==> config.mk <==
export PLATFORM = sky130hd
export DESIGN_NAME = pipe_stage_reg
export DESIGN_NICKNAME = d
export VERILOG_FILES = /design/src/rtl/pipe_pkg.sv /design/src/rtl/pipe_stage_ctrl.sv /design/src/rtl/pipe_stage_reg.sv
export SDC_FILE = /design/constraint.sdc
export NUM_CORES = 1
export LEC_CHECK = 0
export CORE_AREA = 5 5 119 121
export CTS_CLUSTER_SIZE = 24
export DETAILED_ROUTE_END_ITERATION = 10
export DIE_AREA = 0 0 124 126
export PLACE_DENSITY = 0.91
export SYNTH_ARGS = -nofsm -noshare
export SYNTH_HDL_FRONTEND = slang
export SYNTH_SLANG_ARGS = --single-unit
==> constraint.sdc <==
create_clock -name clock -period 3.2 [get_ports clock]
set_clock_uncertainty 0.2 [all_clocks]
set_input_delay 0.48 -clock clock [delete_from_list [all_inputs] [get_ports clock]]
set_output_delay 0.48 -clock clock [all_outputs]
set_load 0.1 [all_outputs]
==> src/rtl/pipe_pkg.sv <==
// pipe_pkg
// Shared definitions for the pipeline stage registers of the datapath:
//   - FSM state encoding for pipe_stage_ctrl (the code equals the entry count)
//   - payload widths of the four inter-stage bundles
//   - default stall counter width
//   - reg_op_t: per-cycle operation applied to a data register
package pipe_pkg;

    localparam logic [1:0] S_EMPTY = 2'd0;
    localparam logic [1:0] S_ONE   = 2'd1;
    localparam logic [1:0] S_FULL  = 2'd2;

    localparam int IFID_W    = 64;   // PC + instruction
    localparam int IDEX_W    = 138;  // PC, two operands, immediate, control
    localparam int EXMEM_W   = 129;  // next PC, operand 2, jump target, ALU result, ALU flag
    localparam int MEMWB_W   = 71;   // load data, ALU result, rd/write-enable
    localparam int DEF_CNT_W = 16;

    typedef enum logic [1:0] {
        REG_HOLD      = 2'd0,
        REG_LOAD_IN   = 2'd1,
        REG_LOAD_SKID = 2'd2,
        REG_CLEAR     = 2'd3
    } reg_op_t;

endpackage

==> src/rtl/pipe_stage_ctrl.sv <==
// pipe_stage_ctrl
// Handshake FSM, data-register load controls and saturating stall counter
// for pipe_stage_reg. Holds no payload.
//
// Build option: PIPE_STAGE_SKID_EN enables the second (skid) entry.
//
// state   | meaning
// --------+---------------------------------------------
// S_EMPTY | no entry held
// S_ONE   | main register valid, presented downstream
// S_FULL  | main and skid valid (skid build only)
//
// Ports:
//   clock, clear_n     clock, async active-low reset
//   flush              synchronous squash of all held entries
//   in_valid/in_ready  upstream handshake
//   out_valid          stage presents an entry (register decode)
//   out_ready          downstream accepts
//   occupancy          entries held
//   main_op, skid_op   operation for the main / skid data register
//   stall_count        saturating count of out_valid & !out_ready cycles
module pipe_stage_ctrl
    import pipe_pkg::*;
#(
    parameter int CNT_W = DEF_CNT_W
) (
    input  logic             clock,
    input  logic             clear_n,
    input  logic             flush,
    input  logic             in_valid,
    input  logic             out_ready,
    output logic             in_ready,
    output logic             out_valid,
    output logic [1:0]       occupancy,
    output reg_op_t          main_op,
`ifdef PIPE_STAGE_SKID_EN
    output reg_op_t          skid_op,
`endif
    output logic [CNT_W-1:0] stall_count
);

    logic [1:0]       state_q, state_d;
    logic [CNT_W-1:0] stall_q, stall_d;
    logic             in_fire, out_fire;

    always_comb begin
        out_valid = (state_q != S_EMPTY);
`ifdef PIPE_STAGE_SKID_EN
        in_ready  = (state_q != S_FULL);
`else
        // Without the skid entry a held payload can only be replaced when it
        // leaves in the same cycle, so ready passes through from downstream.
        in_ready  = !out_valid || out_ready;
`endif
        in_fire   = in_valid && in_ready;
        out_fire  = out_valid && out_ready;

        state_d = state_q;
        main_op = REG_HOLD;
`ifdef PIPE_STAGE_SKID_EN
        skid_op = REG_HOLD;
`endif
        if (flush) begin
            state_d = S_EMPTY;
            main_op = REG_CLEAR;
`ifdef PIPE_STAGE_SKID_EN
            skid_op = REG_CLEAR;
`endif
        end else begin
            case (state_q)
                S_EMPTY: begin
                    if (in_fire) begin
                        main_op = REG_LOAD_IN;
                        state_d = S_ONE;
                    end
                end
                S_ONE: begin
                    if (in_fire && out_fire) begin
                        main_op = REG_LOAD_IN;
                    end else if (out_fire) begin
                        // zero on leaving so out_data reads 0 while empty
                        main_op = REG_CLEAR;
                        state_d = S_EMPTY;
`ifdef PIPE_STAGE_SKID_EN
                    end else if (in_fire) begin
                        skid_op = REG_LOAD_IN;
                        state_d = S_FULL;
`endif
                    end
                end
`ifdef PIPE_STAGE_SKID_EN
                S_FULL: begin
                    if (out_fire) begin
                        main_op = REG_LOAD_SKID;
                        skid_op = REG_CLEAR;
                        state_d = S_ONE;
                    end
                end
`endif
                default: begin
                    state_d = S_EMPTY;
                    main_op = REG_CLEAR;
`ifdef PIPE_STAGE_SKID_EN
                    skid_op = REG_CLEAR;
`endif
                end
            endcase
        end

        stall_d = stall_q;
        if (out_valid && !out_ready && (stall_q != {CNT_W{1'b1}})) begin
            stall_d = stall_q + CNT_W'(1);
        end
    end

    always_ff @(posedge clock or negedge clear_n) begin
        if (!clear_n) begin
            state_q <= S_EMPTY;
            stall_q <= '0;
        end else begin
            state_q <= state_d;
            stall_q <= stall_d;
        end
    end

    // state code equals number of entries held
    assign occupancy   = state_q;
    assign stall_count = stall_q;

endmodule

==> src/rtl/pipe_stage_reg.sv <==
// pipe_stage_reg
// Flow-controlled inter-stage register carrying an opaque DATA_W payload
// with valid/ready handshake, synchronous flush and a saturating stall
// counter. Control lives in pipe_stage_ctrl; this file holds the data
// registers.
//
// Build option: PIPE_STAGE_SKID_EN adds a skid entry so in_ready is a pure
// register decode; without it in_ready depends combinationally on out_ready.
//
// Ports:
//   clock, clear_n      clock, async active-low reset
//   flush               synchronous squash
//   in_valid, in_ready, in_data     upstream side
//   out_valid, out_ready, out_data  downstream side
//   occupancy           entries held (0..2)
//   stall_count         cycles with out_valid=1 and out_ready=0 (saturating)
module pipe_stage_reg
    import pipe_pkg::*;
#(
    parameter int DATA_W = EXMEM_W,
    parameter int CNT_W  = DEF_CNT_W
) (
    input  logic              clock,
    input  logic              clear_n,
    input  logic              flush,
    input  logic              in_valid,
    output logic              in_ready,
    input  logic [DATA_W-1:0] in_data,
    output logic              out_valid,
    input  logic              out_ready,
    output logic [DATA_W-1:0] out_data,
    output logic [1:0]        occupancy,
    output logic [CNT_W-1:0]  stall_count
);

    reg_op_t           main_op;
    logic [DATA_W-1:0] main_q, main_d;
`ifdef PIPE_STAGE_SKID_EN
    reg_op_t           skid_op;
    logic [DATA_W-1:0] skid_q, skid_d;
`endif

    pipe_stage_ctrl #(
        .CNT_W (CNT_W)
    ) u_ctrl (
        .clock       (clock),
        .clear_n     (clear_n),
        .flush       (flush),
        .in_valid    (in_valid),
        .out_ready   (out_ready),
        .in_ready    (in_ready),
        .out_valid   (out_valid),
        .occupancy   (occupancy),
        .main_op     (main_op),
`ifdef PIPE_STAGE_SKID_EN
        .skid_op     (skid_op),
`endif
        .stall_count (stall_count)
    );

    always_comb begin
        case (main_op)
            REG_LOAD_IN:   main_d = in_data;
`ifdef PIPE_STAGE_SKID_EN
            REG_LOAD_SKID: main_d = skid_q;
`endif
            REG_CLEAR:     main_d = '0;
            default:       main_d = main_q;
        endcase
`ifdef PIPE_STAGE_SKID_EN
        case (skid_op)
            REG_LOAD_IN:   skid_d = in_data;
            REG_CLEAR:     skid_d = '0;
            default:       skid_d = skid_q;
        endcase
`endif
    end

    always_ff @(posedge clock or negedge clear_n) begin
        if (!clear_n) begin
            main_q <= '0;
`ifdef PIPE_STAGE_SKID_EN
            skid_q <= '0;
`endif
        end else begin
            main_q <= main_d;
`ifdef PIPE_STAGE_SKID_EN
            skid_q <= skid_d;
`endif
        end
    end

    assign out_data = main_q;

endmodule

# Word-level counts from Yosys, hierarchy flattened
# Index checks and enable logic that the tools add are counted.
dict set report totals {
  register_bits 147
  elab_cells 34
  out_inout_bits 149
}
dict set report op_classes {
  reduce_logical 12
  n_eq_ne 7
  n_addsub 1
  n_mux 11
}
# cell count
set ops {}
lappend ops {{129-bit case mux with 2 select lines} 1}
lappend ops {{16-bit by 1-bit adder with 16-bit output, second input constant} 1}
lappend ops {{16-bit != test, second input constant} 1}
lappend ops {{2-bit 2-to-1 mux} 7}
lappend ops {{2-bit case mux with 2 select lines} 2}
lappend ops {{3-bit by 2-bit != test with 1-bit output, second input constant} 2}
lappend ops {{1-bit logical AND} 5}
lappend ops {{2-bit by 1-bit == test with 1-bit output, second input constant} 2}
lappend ops {{2-bit nonzero test} 2}
lappend ops {{3-bit != test, second input constant} 1}
lappend ops {{3-bit AND reduction} 1}
lappend ops {{2-bit == test, second input constant} 1}
lappend ops {{1-bit logical NOT} 2}
lappend ops {{2-bit logical NOT} 1}
lappend ops {{1-bit logical OR} 1}
lappend ops {{1-bit 2-to-1 mux} 1}

# Logic depth before layout (Yosys ltp)
dict set report depth {
  word_depth 10
  ltp_mapped 6
}

# By module
# A second synthesis with hierarchy kept.
dict set report unflattened {
  hier_cells 366
  area_unflattened_um2 5569.1
}
# module area_per_inst_um2 cells_per_inst seq_area_each_um2 n_inst
set by_module_without_submodules {}
lappend by_module_without_submodules {pipe_stage_reg 4707.0 288 3228.1 1}
lappend by_module_without_submodules {pipe_stage_ctrl 862.1 78 425.4 1}

# Worst setup path before layout
# Ideal clock, no wire load.
dict set report synth_path {
  path_type {flip-flop to flip-flop}
  startpoint {register u_ctrl.state_q[0] (netlist: u_ctrl.occupancy[0])}
  endpoint {register u_ctrl.stall_q[12] (netlist: u_ctrl.stall_count[12])}
  synth_period_minus_slack_ns 2.727
  path_buffers 0
  setup_time_ns 0.126
  setup_slack_ns 0.473
  arrival_ns 2.401
  stages_incl_launch_ff 5
  cell_sequence {dfrtp_1 -> and2b_1 -> inv_1 -> nor4_1 -> mux2_2}
}
dict set report synth_via {
  elab_chain_cells 3
}
# element line
set synth_rtl {}
lappend synth_rtl {{start, declared} pipe_stage_ctrl.sv:42} ;# logic [1:0] state_q, state_d;
lappend synth_rtl {{start signal, assigned} pipe_stage_ctrl.sv:121} ;# state_q <= state_d;
lappend synth_rtl {{2-bit nonzero test} pipe_stage_ctrl.sv:47} ;# out_valid = (state_q != S_EMPTY);
lappend synth_rtl {{1-bit logical AND (2 in a row)} pipe_stage_ctrl.sv:111} ;# if (out_valid && !out_ready && (stall_q != {CNT_W{1'b1}})) begin
lappend synth_rtl {{end signal, assigned} pipe_stage_ctrl.sv:122} ;# stall_q <= stall_d;
lappend synth_rtl {{end, declared} pipe_stage_ctrl.sv:43} ;# logic [CNT_W-1:0] stall_q, stall_d;
# No other way between the ends.
# A chain may end at the register's enable or synchronous reset.

# Worst setup path after layout
dict set report layout_path {
  startpoint {input port out_ready}
  endpoint {output port in_ready}
}
dict set report layout_via {
  elab_chain_cells 1
}
# element line
set layout_rtl {}
lappend layout_rtl {{start, declared} pipe_stage_reg.sv:30} ;# input logic out_ready,
lappend layout_rtl {{1-bit logical OR} pipe_stage_ctrl.sv:53} ;# in_ready = !out_valid || out_ready;
lappend layout_rtl {{end, declared} pipe_stage_reg.sv:27} ;# output logic in_ready,
# No other way between the ends.

==> results.md <==
* Post-DP HPWL at approximately 11 mm
* PortBufs at around 280
* Post-route ant nets at 0
* RSZ-0062 raised after global routing: no
* Flop-to-flop setup slack at approximately 1100 ps
* Grt total ovfl at 0
* H-tree depth at 4
* Final Hold Viols at 0
* Largest fanout on the critical path at 6
* Non-filler instance count after layout at between 800 and 900
* Syn-to-layout area delta at 60.2%
* DP Worst Slack at 679 ps
* Buffers and inverters on the worst path at 3
* Cell Rows at 42
* WL met1 at between 5 and 6 mm
* Dpl cells at approximately 800
* Final setup viols at 0
* Slew Viols, Final at 0
* Max incr delay on CP at roughly 450 ps
* Layout Utilization at 0.658
* Fin crit period at between 2000 and 2500 ps
* Sequential fraction of the synthesis area at 0.685
* Cts repair resizes at 0
* Required time worst endpoint at approximately 2500 ps
* Global Route Usage Sum at 0.196
* Slew margin rel. at 0.571
* Final Worst Setup Slack at approximately 900 ps
* WL/cell at between 15 and 20 um
* Max Cap Violations at 0
* Crit share post-route at 0.719
* Vias in the first global route at between 4k and 5k
* Final instance area at between 0.008 and 0.009 mm2
* Ys async rst share at 1.00
* Reg2reg end: u_ctrl.stall_count[1]$_DFFE_PN0P_
* Clock Latency Late Sink at around 410 ps
* TritonCTS buffer count at 17
* CTS tree: done
* Met3 wire length at between 1 and 1.5 mm
* R2R depth at 4
* First-pass GRT wire length at roughly 24 mm
* Hold path endpoint: u_ctrl.stall_count[15]$_DFFE_PN0P_
* Worst hold path type: flip-flop to flip-flop
* Met2 wire length at 7.83 mm
* Leakage at around 4.2 nW
* Final Total Pwr at around 5.7 mW
* Antenna diodes at 0
* Die Area at 0.0156 mm2
* Post-Syn Instances at between 300 and 400
* Max IR drop VDD at about 450 uV
* Reg2Reg Launch Point: u_ctrl.stall_count[0]$_DFFE_PN0P_
* Top layer in use: met4
* Routed wire length at about 15 mm
* Hold Crit Start: u_ctrl.stall_count[15]$_DFFE_PN0P_
* Detailed Route Iter0 Violations at 263
* GPL Wtd Cong at between 0.7 and 0.8
* Initial antenna violation count at 0
* Root Buffer: clkbuf_16
* Mean Syn Cell Area at approximately 15 um2
* Die Wd at between 100 and 150 um
* Cell taking the most area after synthesis: dfrtp_1
* Worst path top cell family by delay: buffers and inverters
* # IOs at around 280
* Vias per Instance at roughly 5.2
* Fin Setup TNS at 0 ps
* PwrDens at roughly 660 mW/mm2
* Via count at roughly 4.3k
* DIE HEIGHT at between 100 and 150 um
* First-pass iteration count of the detailed router at 4
* Placed instance area at 0.00793 mm2
* Nets at approximately 780
* Crit-path cells: clkdlybuf4s50_1 -> and2b_1 -> inv_1 -> buf_4
* Layout cells sized above 1 at 0.292
* Status: finished clean
* Clk buf depth at 2
* Largest net degree at the start of global routing at 77
* Flops & latches, synth at about 150
* Reg clk slew, reported paths at roughly 60 ps
* Hold depth at 1
* Initial Util at 0.411
* Distinct cells, synth at 28
* Core ar. at approximately 0.013 mm2
* Crit. End Element: output port
* Ys flop type: dfrtp_1
* Number of flops mapped to enable cells by yosys at 0
* Worst Path Arrival at 1620 ps
* Yosys warnings at 0
* DRC Markers at 0
* Synth top area cells: dfrtp_1 (68%), a22o_1 (21%), buf_2 (2.3%)
* Synth top area share at 0.685
* CP max stage cell: clkdlybuf4s50_1
* Hold_ws at around 300 ps
* Mapped Nets at 500
* Post-Syn Area at ~0.0053 mm2
* Clock sinks at ~150
* Worst setup SP type: input pin
* Worst-Margin Slew at 643 ps
* Max Freq at 435 MHz
* CP Class: input pin to output port
metal layers:
metal  up-vias  global-route usage
li1       1947                   -
met1      2115               0.235
met2       192               0.328
met3        31              0.0628
met4         0              0.0741
met5         -                   0
cell usage after synthesis (2+ instances only):
cell type  instances
buf_2             25
a22o_1           129
and3_1             2
nand4_1            8
nand2_1            6
xor2_1             3
dfrtp_1          146
clkbuf_1           3
xnor2_1           11
nor2_1             8
buf_4              2
nor3_1             2
nand3_1            5
state kept, by name (all words and copies together), names as in the netlist:
name	count
out_data	129
u_ctrl.occupancy	1
u_ctrl.stall_count	16
how the worst max path moves through the flow:
stage	depth (start not counted)	endpoint	start
4_1_cts	4	in_ready	out_ready
5_1_grt	4	in_ready	out_ready
3_5_place_dp	6	out_data[5]$_DFFE_PN0P_	out_ready
3_3_place_gp	6	out_data[126]$_DFFE_PN0P_	out_ready
2_1_floorplan	4	u_ctrl.stall_count[12]$_DFFE_PN0P_	u_ctrl.occupancy[0]$_DFFE_PN0P_
6_report	4	in_ready	out_ready
final cells by class:
cell class                      instances  area [um2]
Clock inverter                         11         125
Sequential cell                       146        3650
Multi-Input combinational cell        187        1530
Tap cell                              176         220
Inverter                                1        3.75
Timing Repair Buffer                  288        2540
Fill cell                             921        4430
Clock buffer                           21         480
worst reg2reg max path: stages (launching register included):
cell     delay, ps
dfrtp_1        410
ha_1           220
nand4_1        200
o41a_1         620
mux2_4         350
cells by family after synthesis:
family                     after synthesis  share of synthesized area
DFF                                    146                      0.685
other                                    1                   0.000703
xor gates and xnor gates                14                     0.0230
muxes                                    2                    0.00492
adders and majority gates                1                    0.00234
buffers and inverters                   32                     0.0312
AOI/OAI and AO/OA                      131                      0.216
and+or+nand+nor                         38                     0.0375
power breakdown:
part	leakage, nW	internal [mW]	total, mW	switching [mW]
registers	1.96	1.97	2.07	0.103
clock network	0.296	1.24	2.00	0.765
logic	1.95	0.413	1.59	1.18
cell usage in the layout (no fill, tap or decap), types with 2 or more instances in the layout:
master	synthesis	layout
buf_4	2	151
dfrtp_1	146	146
clkdlybuf4s50_1	0	132
a22o_1	129	129
clkbuf_16	0	17
xnor2_1	11	11
nand4_1	8	8
nor2_1	8	7
nand2_1	6	6
nand3_1	5	5
clkbuf_8	0	4
xor2_1	3	3
inv_6	0	3
clkinv_2	0	3
buf_12	0	3
and3_1	2	2
nor3_1	2	2
bufinv_16	0	2
clkinvlp_4	0	2
repair_timing:
item                                   CTS  global route
hold buffers                             1             0
setup buffers                            0             0
setup endpoints to repair                0             0
endpoints found under the hold margin   57             0
Note: power is estimated with default switching activity, not from simulation.
